## src/rtl/decrypt_result_deser_pkg.sv

```systemverilog
// rtl/decrypt_result_deser_pkg.sv - shared sizes and FSM encoding for the result deserializer
package decrypt_result_deser_pkg;

  localparam int N_BITS  = 536;
  localparam int WORD_W  = 32;
  localparam int N_WORDS = (N_BITS + WORD_W - 1) / WORD_W;
  localparam int ADDR_W  = $clog2(N_WORDS);
  localparam int CNT_W   = $clog2(N_BITS + 1);

  typedef enum logic [2:0] {
    ST_IDLE    = 3'd0,
    ST_LAUNCH  = 3'd1,
    ST_COLLECT = 3'd2,
    ST_FLUSH   = 3'd3,
    ST_DONE    = 3'd4
  } state_t;

endpackage

```

## src/rtl/decrypt_result_deser_bit_packer.sv

```systemverilog
// rtl/decrypt_result_deser_bit_packer.sv - LSB-first serial-to-word packer
module decrypt_result_deser_bit_packer #(
  parameter int WORD_W = 32,
  localparam int IDX_W = $clog2(WORD_W)
) (
  input  logic              clk,
  input  logic              rst_b,
  input  logic              clear,
  input  logic              shift_en,
  input  logic              din,
  output logic [WORD_W-1:0] word_next,
  output logic [IDX_W-1:0]  idx_next,
  output logic              word_done
);

  logic [WORD_W-1:0] shift_reg;
  logic [IDX_W-1:0]  bit_idx;

  // word_next already holds the incoming bit so the owner can register it on the same edge
  always_comb begin
    word_next = shift_reg;
    if (shift_en) word_next[bit_idx] = din;
    word_done = shift_en && (bit_idx == IDX_W'(WORD_W - 1));
    idx_next  = word_done ? '0 : bit_idx + {{(IDX_W-1){1'b0}}, shift_en};
  end

  // clearing after a full word keeps the upper bits of a later partial word zero
  always_ff @(posedge clk) begin
    if (!rst_b || clear || word_done) begin
      shift_reg <= '0;
      bit_idx   <= '0;
    end else begin
      shift_reg <= word_next;
      bit_idx   <= idx_next;
    end
  end

endmodule

```

## src/rtl/decrypt_result_deser.sv

```systemverilog
// rtl/decrypt_result_deser.sv - launches the decrypt core and stores its serial result as RAM words
module decrypt_result_deser
  import decrypt_result_deser_pkg::*;
(
  input  logic              clk,
  input  logic              rst_b,
  input  logic              start,
  output logic              core_start,
  input  logic              din,
  input  logic              din_valid,
  input  logic              core_finish,
  output logic              mem_we,
  output logic [ADDR_W-1:0] mem_addr,
  output logic [WORD_W-1:0] mem_din,
  output logic              busy,
  output logic              done,
  output logic              err
);

  localparam int IDX_W = $clog2(WORD_W);

  state_t             state, state_nxt;
  logic [CNT_W-1:0]   bit_cnt, cnt_next;
  logic [ADDR_W-1:0]  word_addr;
  logic               finish_seen;
  logic               shift_en, word_done, clear_pk, at_end, leave, wr_en;
  logic [WORD_W-1:0]  word_next;
  logic [IDX_W-1:0]   idx_next;

  assign shift_en = (state == ST_COLLECT) && din_valid;
  assign cnt_next = bit_cnt + {{(CNT_W-1){1'b0}}, shift_en};
  assign at_end   = (cnt_next == CNT_W'(N_BITS));
  assign leave    = (state == ST_COLLECT) && (at_end || core_finish);
  // a partial word is written on the edge that leaves COLLECT, so FLUSH only waits for finish
  assign wr_en    = (shift_en && word_done) || (leave && (idx_next != '0));
  assign clear_pk = ((state == ST_IDLE) && start) || leave;

  decrypt_result_deser_bit_packer #(.WORD_W(WORD_W)) u_packer (
    .clk       (clk),
    .rst_b     (rst_b),
    .clear     (clear_pk),
    .shift_en  (shift_en),
    .din       (din),
    .word_next (word_next),
    .idx_next  (idx_next),
    .word_done (word_done)
  );

  always_ff @(posedge clk) begin
    if (!rst_b) state <= ST_IDLE;
    else        state <= state_nxt;
  end

  always_comb begin
    state_nxt = state;
    case (state)
      ST_IDLE:    if (start) state_nxt = ST_LAUNCH;
      ST_LAUNCH:  state_nxt = ST_COLLECT;
      ST_COLLECT: if (leave) state_nxt = ST_FLUSH;
      ST_FLUSH:   if (finish_seen || core_finish) state_nxt = ST_DONE;
      ST_DONE:    state_nxt = ST_IDLE;
      default:    state_nxt = ST_IDLE;
    endcase
  end

  always_comb begin
    core_start = (state == ST_LAUNCH);
    busy       = (state == ST_LAUNCH) || (state == ST_COLLECT) || (state == ST_FLUSH);
    done       = (state == ST_DONE);
  end

  always_ff @(posedge clk) begin
    if (!rst_b) begin
      bit_cnt     <= '0;
      word_addr   <= '0;
      finish_seen <= 1'b0;
      err         <= 1'b0;
      mem_we      <= 1'b0;
      mem_addr    <= '0;
      mem_din     <= '0;
    end else begin
      mem_we <= wr_en;
      if (wr_en) begin
        mem_addr  <= word_addr;
        mem_din   <= word_next;
        word_addr <= word_addr + ADDR_W'(1);
      end
      if ((state == ST_IDLE) && start) begin
        bit_cnt     <= '0;
        word_addr   <= '0;
        finish_seen <= 1'b0;
        err         <= 1'b0;
      end else begin
        bit_cnt <= cnt_next;
        if (((state == ST_COLLECT) || (state == ST_FLUSH)) && core_finish)
          finish_seen <= 1'b1;
        if ((state == ST_COLLECT) && core_finish && !at_end)
          err <= 1'b1;
        // bits arriving once the full result has been counted are dropped and flagged
        if (((state == ST_FLUSH) || (state == ST_DONE)) && din_valid &&
            (bit_cnt == CNT_W'(N_BITS)))
          err <= 1'b1;
      end
    end
  end

endmodule
```

## config.mk

```make
export PLATFORM = sky130hd
export DESIGN_NAME = decrypt_result_deser
export DESIGN_NICKNAME = d
export VERILOG_FILES = /design/src/rtl/decrypt_result_deser_pkg.sv /design/src/rtl/decrypt_result_deser_bit_packer.sv /design/src/rtl/decrypt_result_deser.sv
export SDC_FILE = /design/constraint.sdc
export NUM_CORES = 1
export LEC_CHECK = 0
export BUFFER_PORTS_ARGS = -buffer_cell sky130_fd_sc_hd__buf_2
export CAP_MARGIN = 10
export CORE_MARGIN = 5
export CORE_UTILIZATION = 45
export DETAILED_ROUTE_END_ITERATION = 12
export PLACE_DENSITY = 0.67
export SETUP_SLACK_MARGIN = 0.3
export SLEW_MARGIN = 5
export SYNTH_ARGS = -nofsm -noshare
export SYNTH_HDL_FRONTEND = slang
export SYNTH_SLANG_ARGS = --single-unit
```

## constraint.sdc

```tcl
create_clock -name clk -period 8.9 [get_ports clk]
set_input_delay 1.78 -clock clk [delete_from_list [all_inputs] [get_ports clk]]
set_output_delay 1.78 -clock clk [all_outputs]
set_load 0.02 [all_outputs]
```

=== Word-level counts from Yosys, hierarchy flattened ===
Cells that the tools add are included.

* Bits in registers: 95
* Logic and storage cells: 66

* $add $sub $neg: 3
* Magnitude comparators: 2
* Equality and inequality tests: 10
* Mux-type cells: 11
* Bitwise logic cells: 1
* Reduce and logical (&&, ||, !) cells: 29

{| class="wikitable"
|+ Operators by type and width
! operator !! count
|-
| $bwmux W32 || 1
|-
| $mux W32 || 1
|-
| $eq A10 B10 Y1 const B || 2
|-
| $logic_and A1 B1 Y1 || 12
|-
| $pmux W3 S4 || 1
|-
| $add A10 B1 Y10 || 1
|-
| $logic_or A1 B1 Y1 || 10
|-
| $mux W3 || 3
|-
| $eq A3 B2 Y1 const B || 2
|-
| $lt A5 B6 Y1 const B || 1
|-
| $ne A2 B2 Y1 const B || 3
|-
| $add A5 B1 Y5 || 1
|-
| $add A5 B1 Y5 const B || 1
|-
| $demux W1 S5 || 1
|-
| $eq A5 B5 Y1 const B || 1
|-
| $ge A5 B1 Y1 const B || 1
|-
| $mux W5 || 1
|-
| $reduce_bool A5 Y1 || 1
|-
| $eq A3 B1 Y1 const B || 1
|-
| $eq A3 B3 Y1 const B || 1
|-
| $logic_not A3 Y1 || 1
|-
| $mux W1 || 3
|-
| $reduce_and A3 Y1 || 1
|-
| $logic_not A1 Y1 || 2
|-
| 3 further kinds || 3
|}

=== Longest topological paths before layout ===
* Word-level depth: 9
* Gate-level depth with buffers: 14
* Depth with buffers taken out: 9

=== Cells and area by module ===
Synthesis repeated with hierarchy kept, for this count alone.

* Cell total of the unflattened synthesis: 529
* Area, all modules: 4563.1 um2

{| class="wikitable"
|+ Modules (own cells, without submodules)
! module !! times used !! cells an instance !! area each (um2) !! seq. area each (um2)
|-
| decrypt_result_deser || 1 || 300 || 2670.1 || 1161.1
|-
| decrypt_result_deser_bit_packer || 1 || 229 || 1893.1 || 740.7
|}

=== Worst setup path before layout ===
No wires, ideal clock.

* Path type: input port to flip-flop
* Start point: input din_valid
* End point: register u_packer.shift_reg[23]
* Library setup time: 0.118 ns
* Arrival time: 4.109 ns
* Slack: 4.673 ns
* Stages: 13
* Buffers on the path: 4
* Cell sequence: nor4bb_1 buf_2 ha_1 ha_1 nand3_2 or3_1 a311oi_2 a21o_1 buf_4 a211o_1 buf_4 buf_4 nor2_1

* Longest elaborated chain between the ends: 8
* Elaborated cells between the ends (all ways): 10

{| class="wikitable"
|+ RTL lines
! item !! line !! source
|-
| start: declaration || decrypt_result_deser.sv:10 || <nowiki>input logic din_valid,</nowiki>
|-
| $logic_and A1 B1 Y1 * || decrypt_result_deser.sv:30 || <nowiki>assign shift_en = (state == ST_COLLECT) && din_valid;</nowiki>
|-
| $add A10 B1 Y10 || decrypt_result_deser.sv:31 || <nowiki>assign cnt_next = bit_cnt + {{(CNT_W-1){1'b0}}, shift_en};</nowiki>
|-
| $eq A10 B10 Y1 || decrypt_result_deser.sv:32 || <nowiki>assign at_end = (cnt_next == CNT_W'(N_BITS));</nowiki>
|-
| $logic_or A1 B1 Y1 || decrypt_result_deser.sv:33 || <nowiki>assign leave = (state == ST_COLLECT) && (at_end || core_finish);</nowiki>
|-
| $logic_and A1 B1 Y1 || decrypt_result_deser.sv:33 ||
|-
| $logic_or A1 B1 Y1 || decrypt_result_deser.sv:36 || <nowiki>assign clear_pk = ((state == ST_IDLE) && start) || leave;</nowiki>
|-
| $logic_or A1 B1 Y1 (2 in a row) || decrypt_result_deser_bit_packer.sv:29 || <nowiki>if (!rst_b || clear || word_done) begin</nowiki>
|-
| end signal: assignment || decrypt_result_deser_bit_packer.sv:33 || <nowiki>shift_reg <= word_next;</nowiki>
|-
| end: declaration || decrypt_result_deser_bit_packer.sv:16 || <nowiki>logic [WORD_W-1:0] shift_reg;</nowiki>
|}

Mark *: on every way between the ends. The rest lies on a longest branch, timed or not.
A chain may end at the register's enable or synchronous reset.

=== Worst setup path in the final report ===
* Start point: input din_valid
* End point: register u_packer.shift_reg[27]

Same word-level chain as after synthesis.

==> impl_metrics.toml <==
[detailed_routing]
wl_um = 8930
route.detailed.drc = 0
postRouteAntennaNets = 0
drt-initial-drc-count = 135
vias = 3310
wl_per_cell_um = 15.1
first_pass_iters = 4
avgViaCountPerCell = 5.60

[setup_path]
path_buf_inv = 2
crit_end = "u_packer.shift_reg[27]$_SDFF_PP0_"
critPathLaunch = "din_valid"
reg2reg_to = "u_packer.shift_reg[27]$_SDFF_PP0_"
crit_type = "input pin to flop"
crit_chain = "buf_2 -> nor4bb_1 -> buf_4 -> ha_1 -> ha_1 -> nand3_2 -> or3_1 -> a311oi_2 -> a21o_1 -> a211o_1 -> nor2_1"
slowest_stage = "a211o_1"
path_common_cell = "ha_1"
ff2ff_setup_slack_ns = 4.00
r2r-start = "state[1]$_SDFFE_PN0P_"
worstSetupStartpointType = "input pin"
ff2ff_path_depth = 10
critPathRequiredTime_ns = 9.11
cp_max_fo = 37
arrival_ns = 5.94
critPathTopFamily = "compound AO/OA/AOI/OAI gates"
cp.depth = 11
slowest_delay_ns = 1.03
worst_setup_path_end_kind = "flop"

[clock_network]
root_buffer = "clkbuf_8"
cts_buffer_depth = 2
tritoncts = "yes"
h-tree-depth = 3
numCtsBuffers = 9
post_cts_buffers = 0
insertion_delay_ns = 0.36
clkTransAtPathRegs_ns = 0.09
holdBufCountCts = 0
clock_sinks = 95
cts_resized = 0

[pwr]
switchingPower_uw = 193
peakVddDrop_mv = 0.0935
combPwrFrac_pct = 6.0
p_sw_share_pct = 24.2
power.density_mw_per_mm2 = 173
seqPwrFrac_pct = 54.6
clkPwrFrac_pct = 39.4
finalPower_uw = 794
p_leak_uw = 0.00182
p_int_uw = 601

[global_routing]
gr-usage-met2_pct = 25.8
grtUsageMet1_pct = 21.5
grt_pass1_vias = 3132
grt_max_degree = 38
gr-usage-met3_pct = 3.24
grt_most_used_layer = "met2"
grt_pass1_wl_um = 15100
antenna_found_initial = 0
overflow = 0
gr-usage-all-layers_pct = 16.2

[timing]
hold_viol = 0
period_needed_ns = 5.73
finalCritPeriodShare_pct = 64.4
hold_ws_ns = 0.434
worst_slew_pin_slew_ns = 1.18
finalClockSkew_ns = 0.0111
rsz0062_at_grt = "no"
setup_tns_ns = 0
setup_viol = 0
relSlewSlack_pct = 21.5
fmax_mhz = 175
slew_violations = 0

[place]
dpl.hpwl_um = 5880
io_buffers = 47
place.gp.congestion = 0.805

[floorplan]
start_util_pct = 46.6
std_cell_rows = 34
io_pins = 48
core-area_mm2 = 0.00881
die_h_um = 106
die_area_mm2 = 0.0111
die_w_um = 106

[synth]
synth_nets = 461
postSynthCellCount = 450
yosysMostFrequentCell = "dfxtp_1"
yosys.area.top_type = "dfxtp_1"
netlist_area_mm2 = 0.00411
yosysSeqAreaShare_pct = 46.3
synth_seq_cells = 95
synthDominantCellAreaShare_pct = 46.3
ys_types = 44
synth_edf_count = 0
synth_area_leaders = "dfxtp_1 (46%), a211oi_1 (12%), mux2i_1 (9.5%), nor2_1 (5.8%), nand2_1 (3.2%)"
synth_common_cells = "dfxtp_1 (95), a211oi_1 (64), nor2_1 (64), mux2i_1 (39), nand2_1 (35)"
ys.warnings.count = 0
syn_avg_cell_area_um2 = 9.13
async_flop_share_pct = 0
ys.flop_type = "dfxtp_1"

[final_layout]
final_net_count = 489
multi_input_area_mm2 = 0.00202
drive_gt1_share_pct = 15.5
nFillCells = 818
antenna_cells = 0
area_growth_pct = 11.6
final-seq-area_mm2 = 0.00190

[worst_hold_path]
hold_class = "flop to flop"

[outcome]
status = "finished clean"

[job]
maxCapViolations = 0
==> final cells by class <==
type,instances,area share [%]
Clock buffer,9,2.70
Clock inverter,7,2.10
Inverter,7,0.573
Multi-Input combinational cell,314,44.0
Sequential cell,95,41.5
Tap cell,108,2.95
Timing Repair Buffer,51,6.22
==> kinds of logic (layout without fill, tap and decap cells) <==
| kind of cell | Yosys count | in the layout | synth area share, % |
|---|---|---|---|
| simple gates | 171 | 171 | 20.2 |
| flops | 95 | 95 | 46.3 |
| compound gates | 90 | 90 | 15.9 |
| buf+inv | 41 | 74 | 4.69 |
| mux | 39 | 39 | 9.50 |
| xor+xnor | 9 | 9 | 1.92 |
| fa+ha+maj | 5 | 5 | 1.52 |
==> worst min path at each step <==
| stage | startpoint | end | slack, ns | cells past startpoint |
|---|---|---|---|---|
| floorplan | u_packer.shift_reg[31]$_SDFF_PP0_ | u_packer.shift_reg[31]$_SDFF_PP0_ | 0.41 | 2 |
| global placement | u_packer.shift_reg[31]$_SDFF_PP0_ | u_packer.shift_reg[31]$_SDFF_PP0_ | 0.42 | 2 |
| detailed placement | u_packer.shift_reg[31]$_SDFF_PP0_ | u_packer.shift_reg[31]$_SDFF_PP0_ | 0.42 | 2 |
| CTS | u_packer.shift_reg[31]$_SDFF_PP0_ | u_packer.shift_reg[31]$_SDFF_PP0_ | 0.43 | 2 |
| global route | u_packer.shift_reg[31]$_SDFF_PP0_ | u_packer.shift_reg[31]$_SDFF_PP0_ | 0.46 | 2 |
| finish | u_packer.shift_reg[31]$_SDFF_PP0_ | u_packer.shift_reg[31]$_SDFF_PP0_ | 0.43 | 2 |
==> placed cells by master, fill, tap and decap left out, drive strengths merged, types with 4 or more instances in the layout <==
| master | n |
|---|---|
| nor2b | 9 |
| clkbuf | 9 |
| buf | 51 |
| nand2 | 35 |
| nand4 | 5 |
| ha | 5 |
| clkinv | 4 |
| mux2i | 39 |
| nand4b | 4 |
| nand3 | 14 |
| and2 | 5 |
| and3 | 6 |
| a21oi | 11 |
| or3 | 4 |
| o21ai | 4 |
| xor2 | 7 |
| nor3 | 9 |
| dfxtp | 95 |
| nand2b | 6 |
| inv | 8 |
| a211oi | 64 |
| nor2 | 65 |
==> power by group through the flow <==
stage	Sequential, uW	Combinational (uW)	Clock [uW]
finish	433	47.3	313
global route	434	51.8	337
CTS	433	47.0	320
detailed placement	443	46.8	0
global placement	443	45.8	0
floorplan	443	37.0	0
==> stage by stage <==
step	instance area [um2]	worst slack (ns)	cells	util, %
4_1_cts	4560	3.22	590	51.8
2_1_floorplan	4110	4.67	450	-
6_report	4590	3.17	591	52.1
5_1_grt	4590	2.87	591	52.1
3_3_place_gp	4340	3.07	574	49.3
3_5_place_dp	4340	2.88	574	49.3
==> metal layers <==
metal,vias to the layer above,share of wire (%)
met5,-,0
met4,0,1.6
met3,13,3.6
met2,53,46
met1,1583,49
li1,1661,-
==> worst min-delay path: stages (launching register included) <==
cell,delay [ns]
dfxtp_1,0.32
inv_1,0.05
nor2_1,0.03
(Power assumes the default switching activity.)
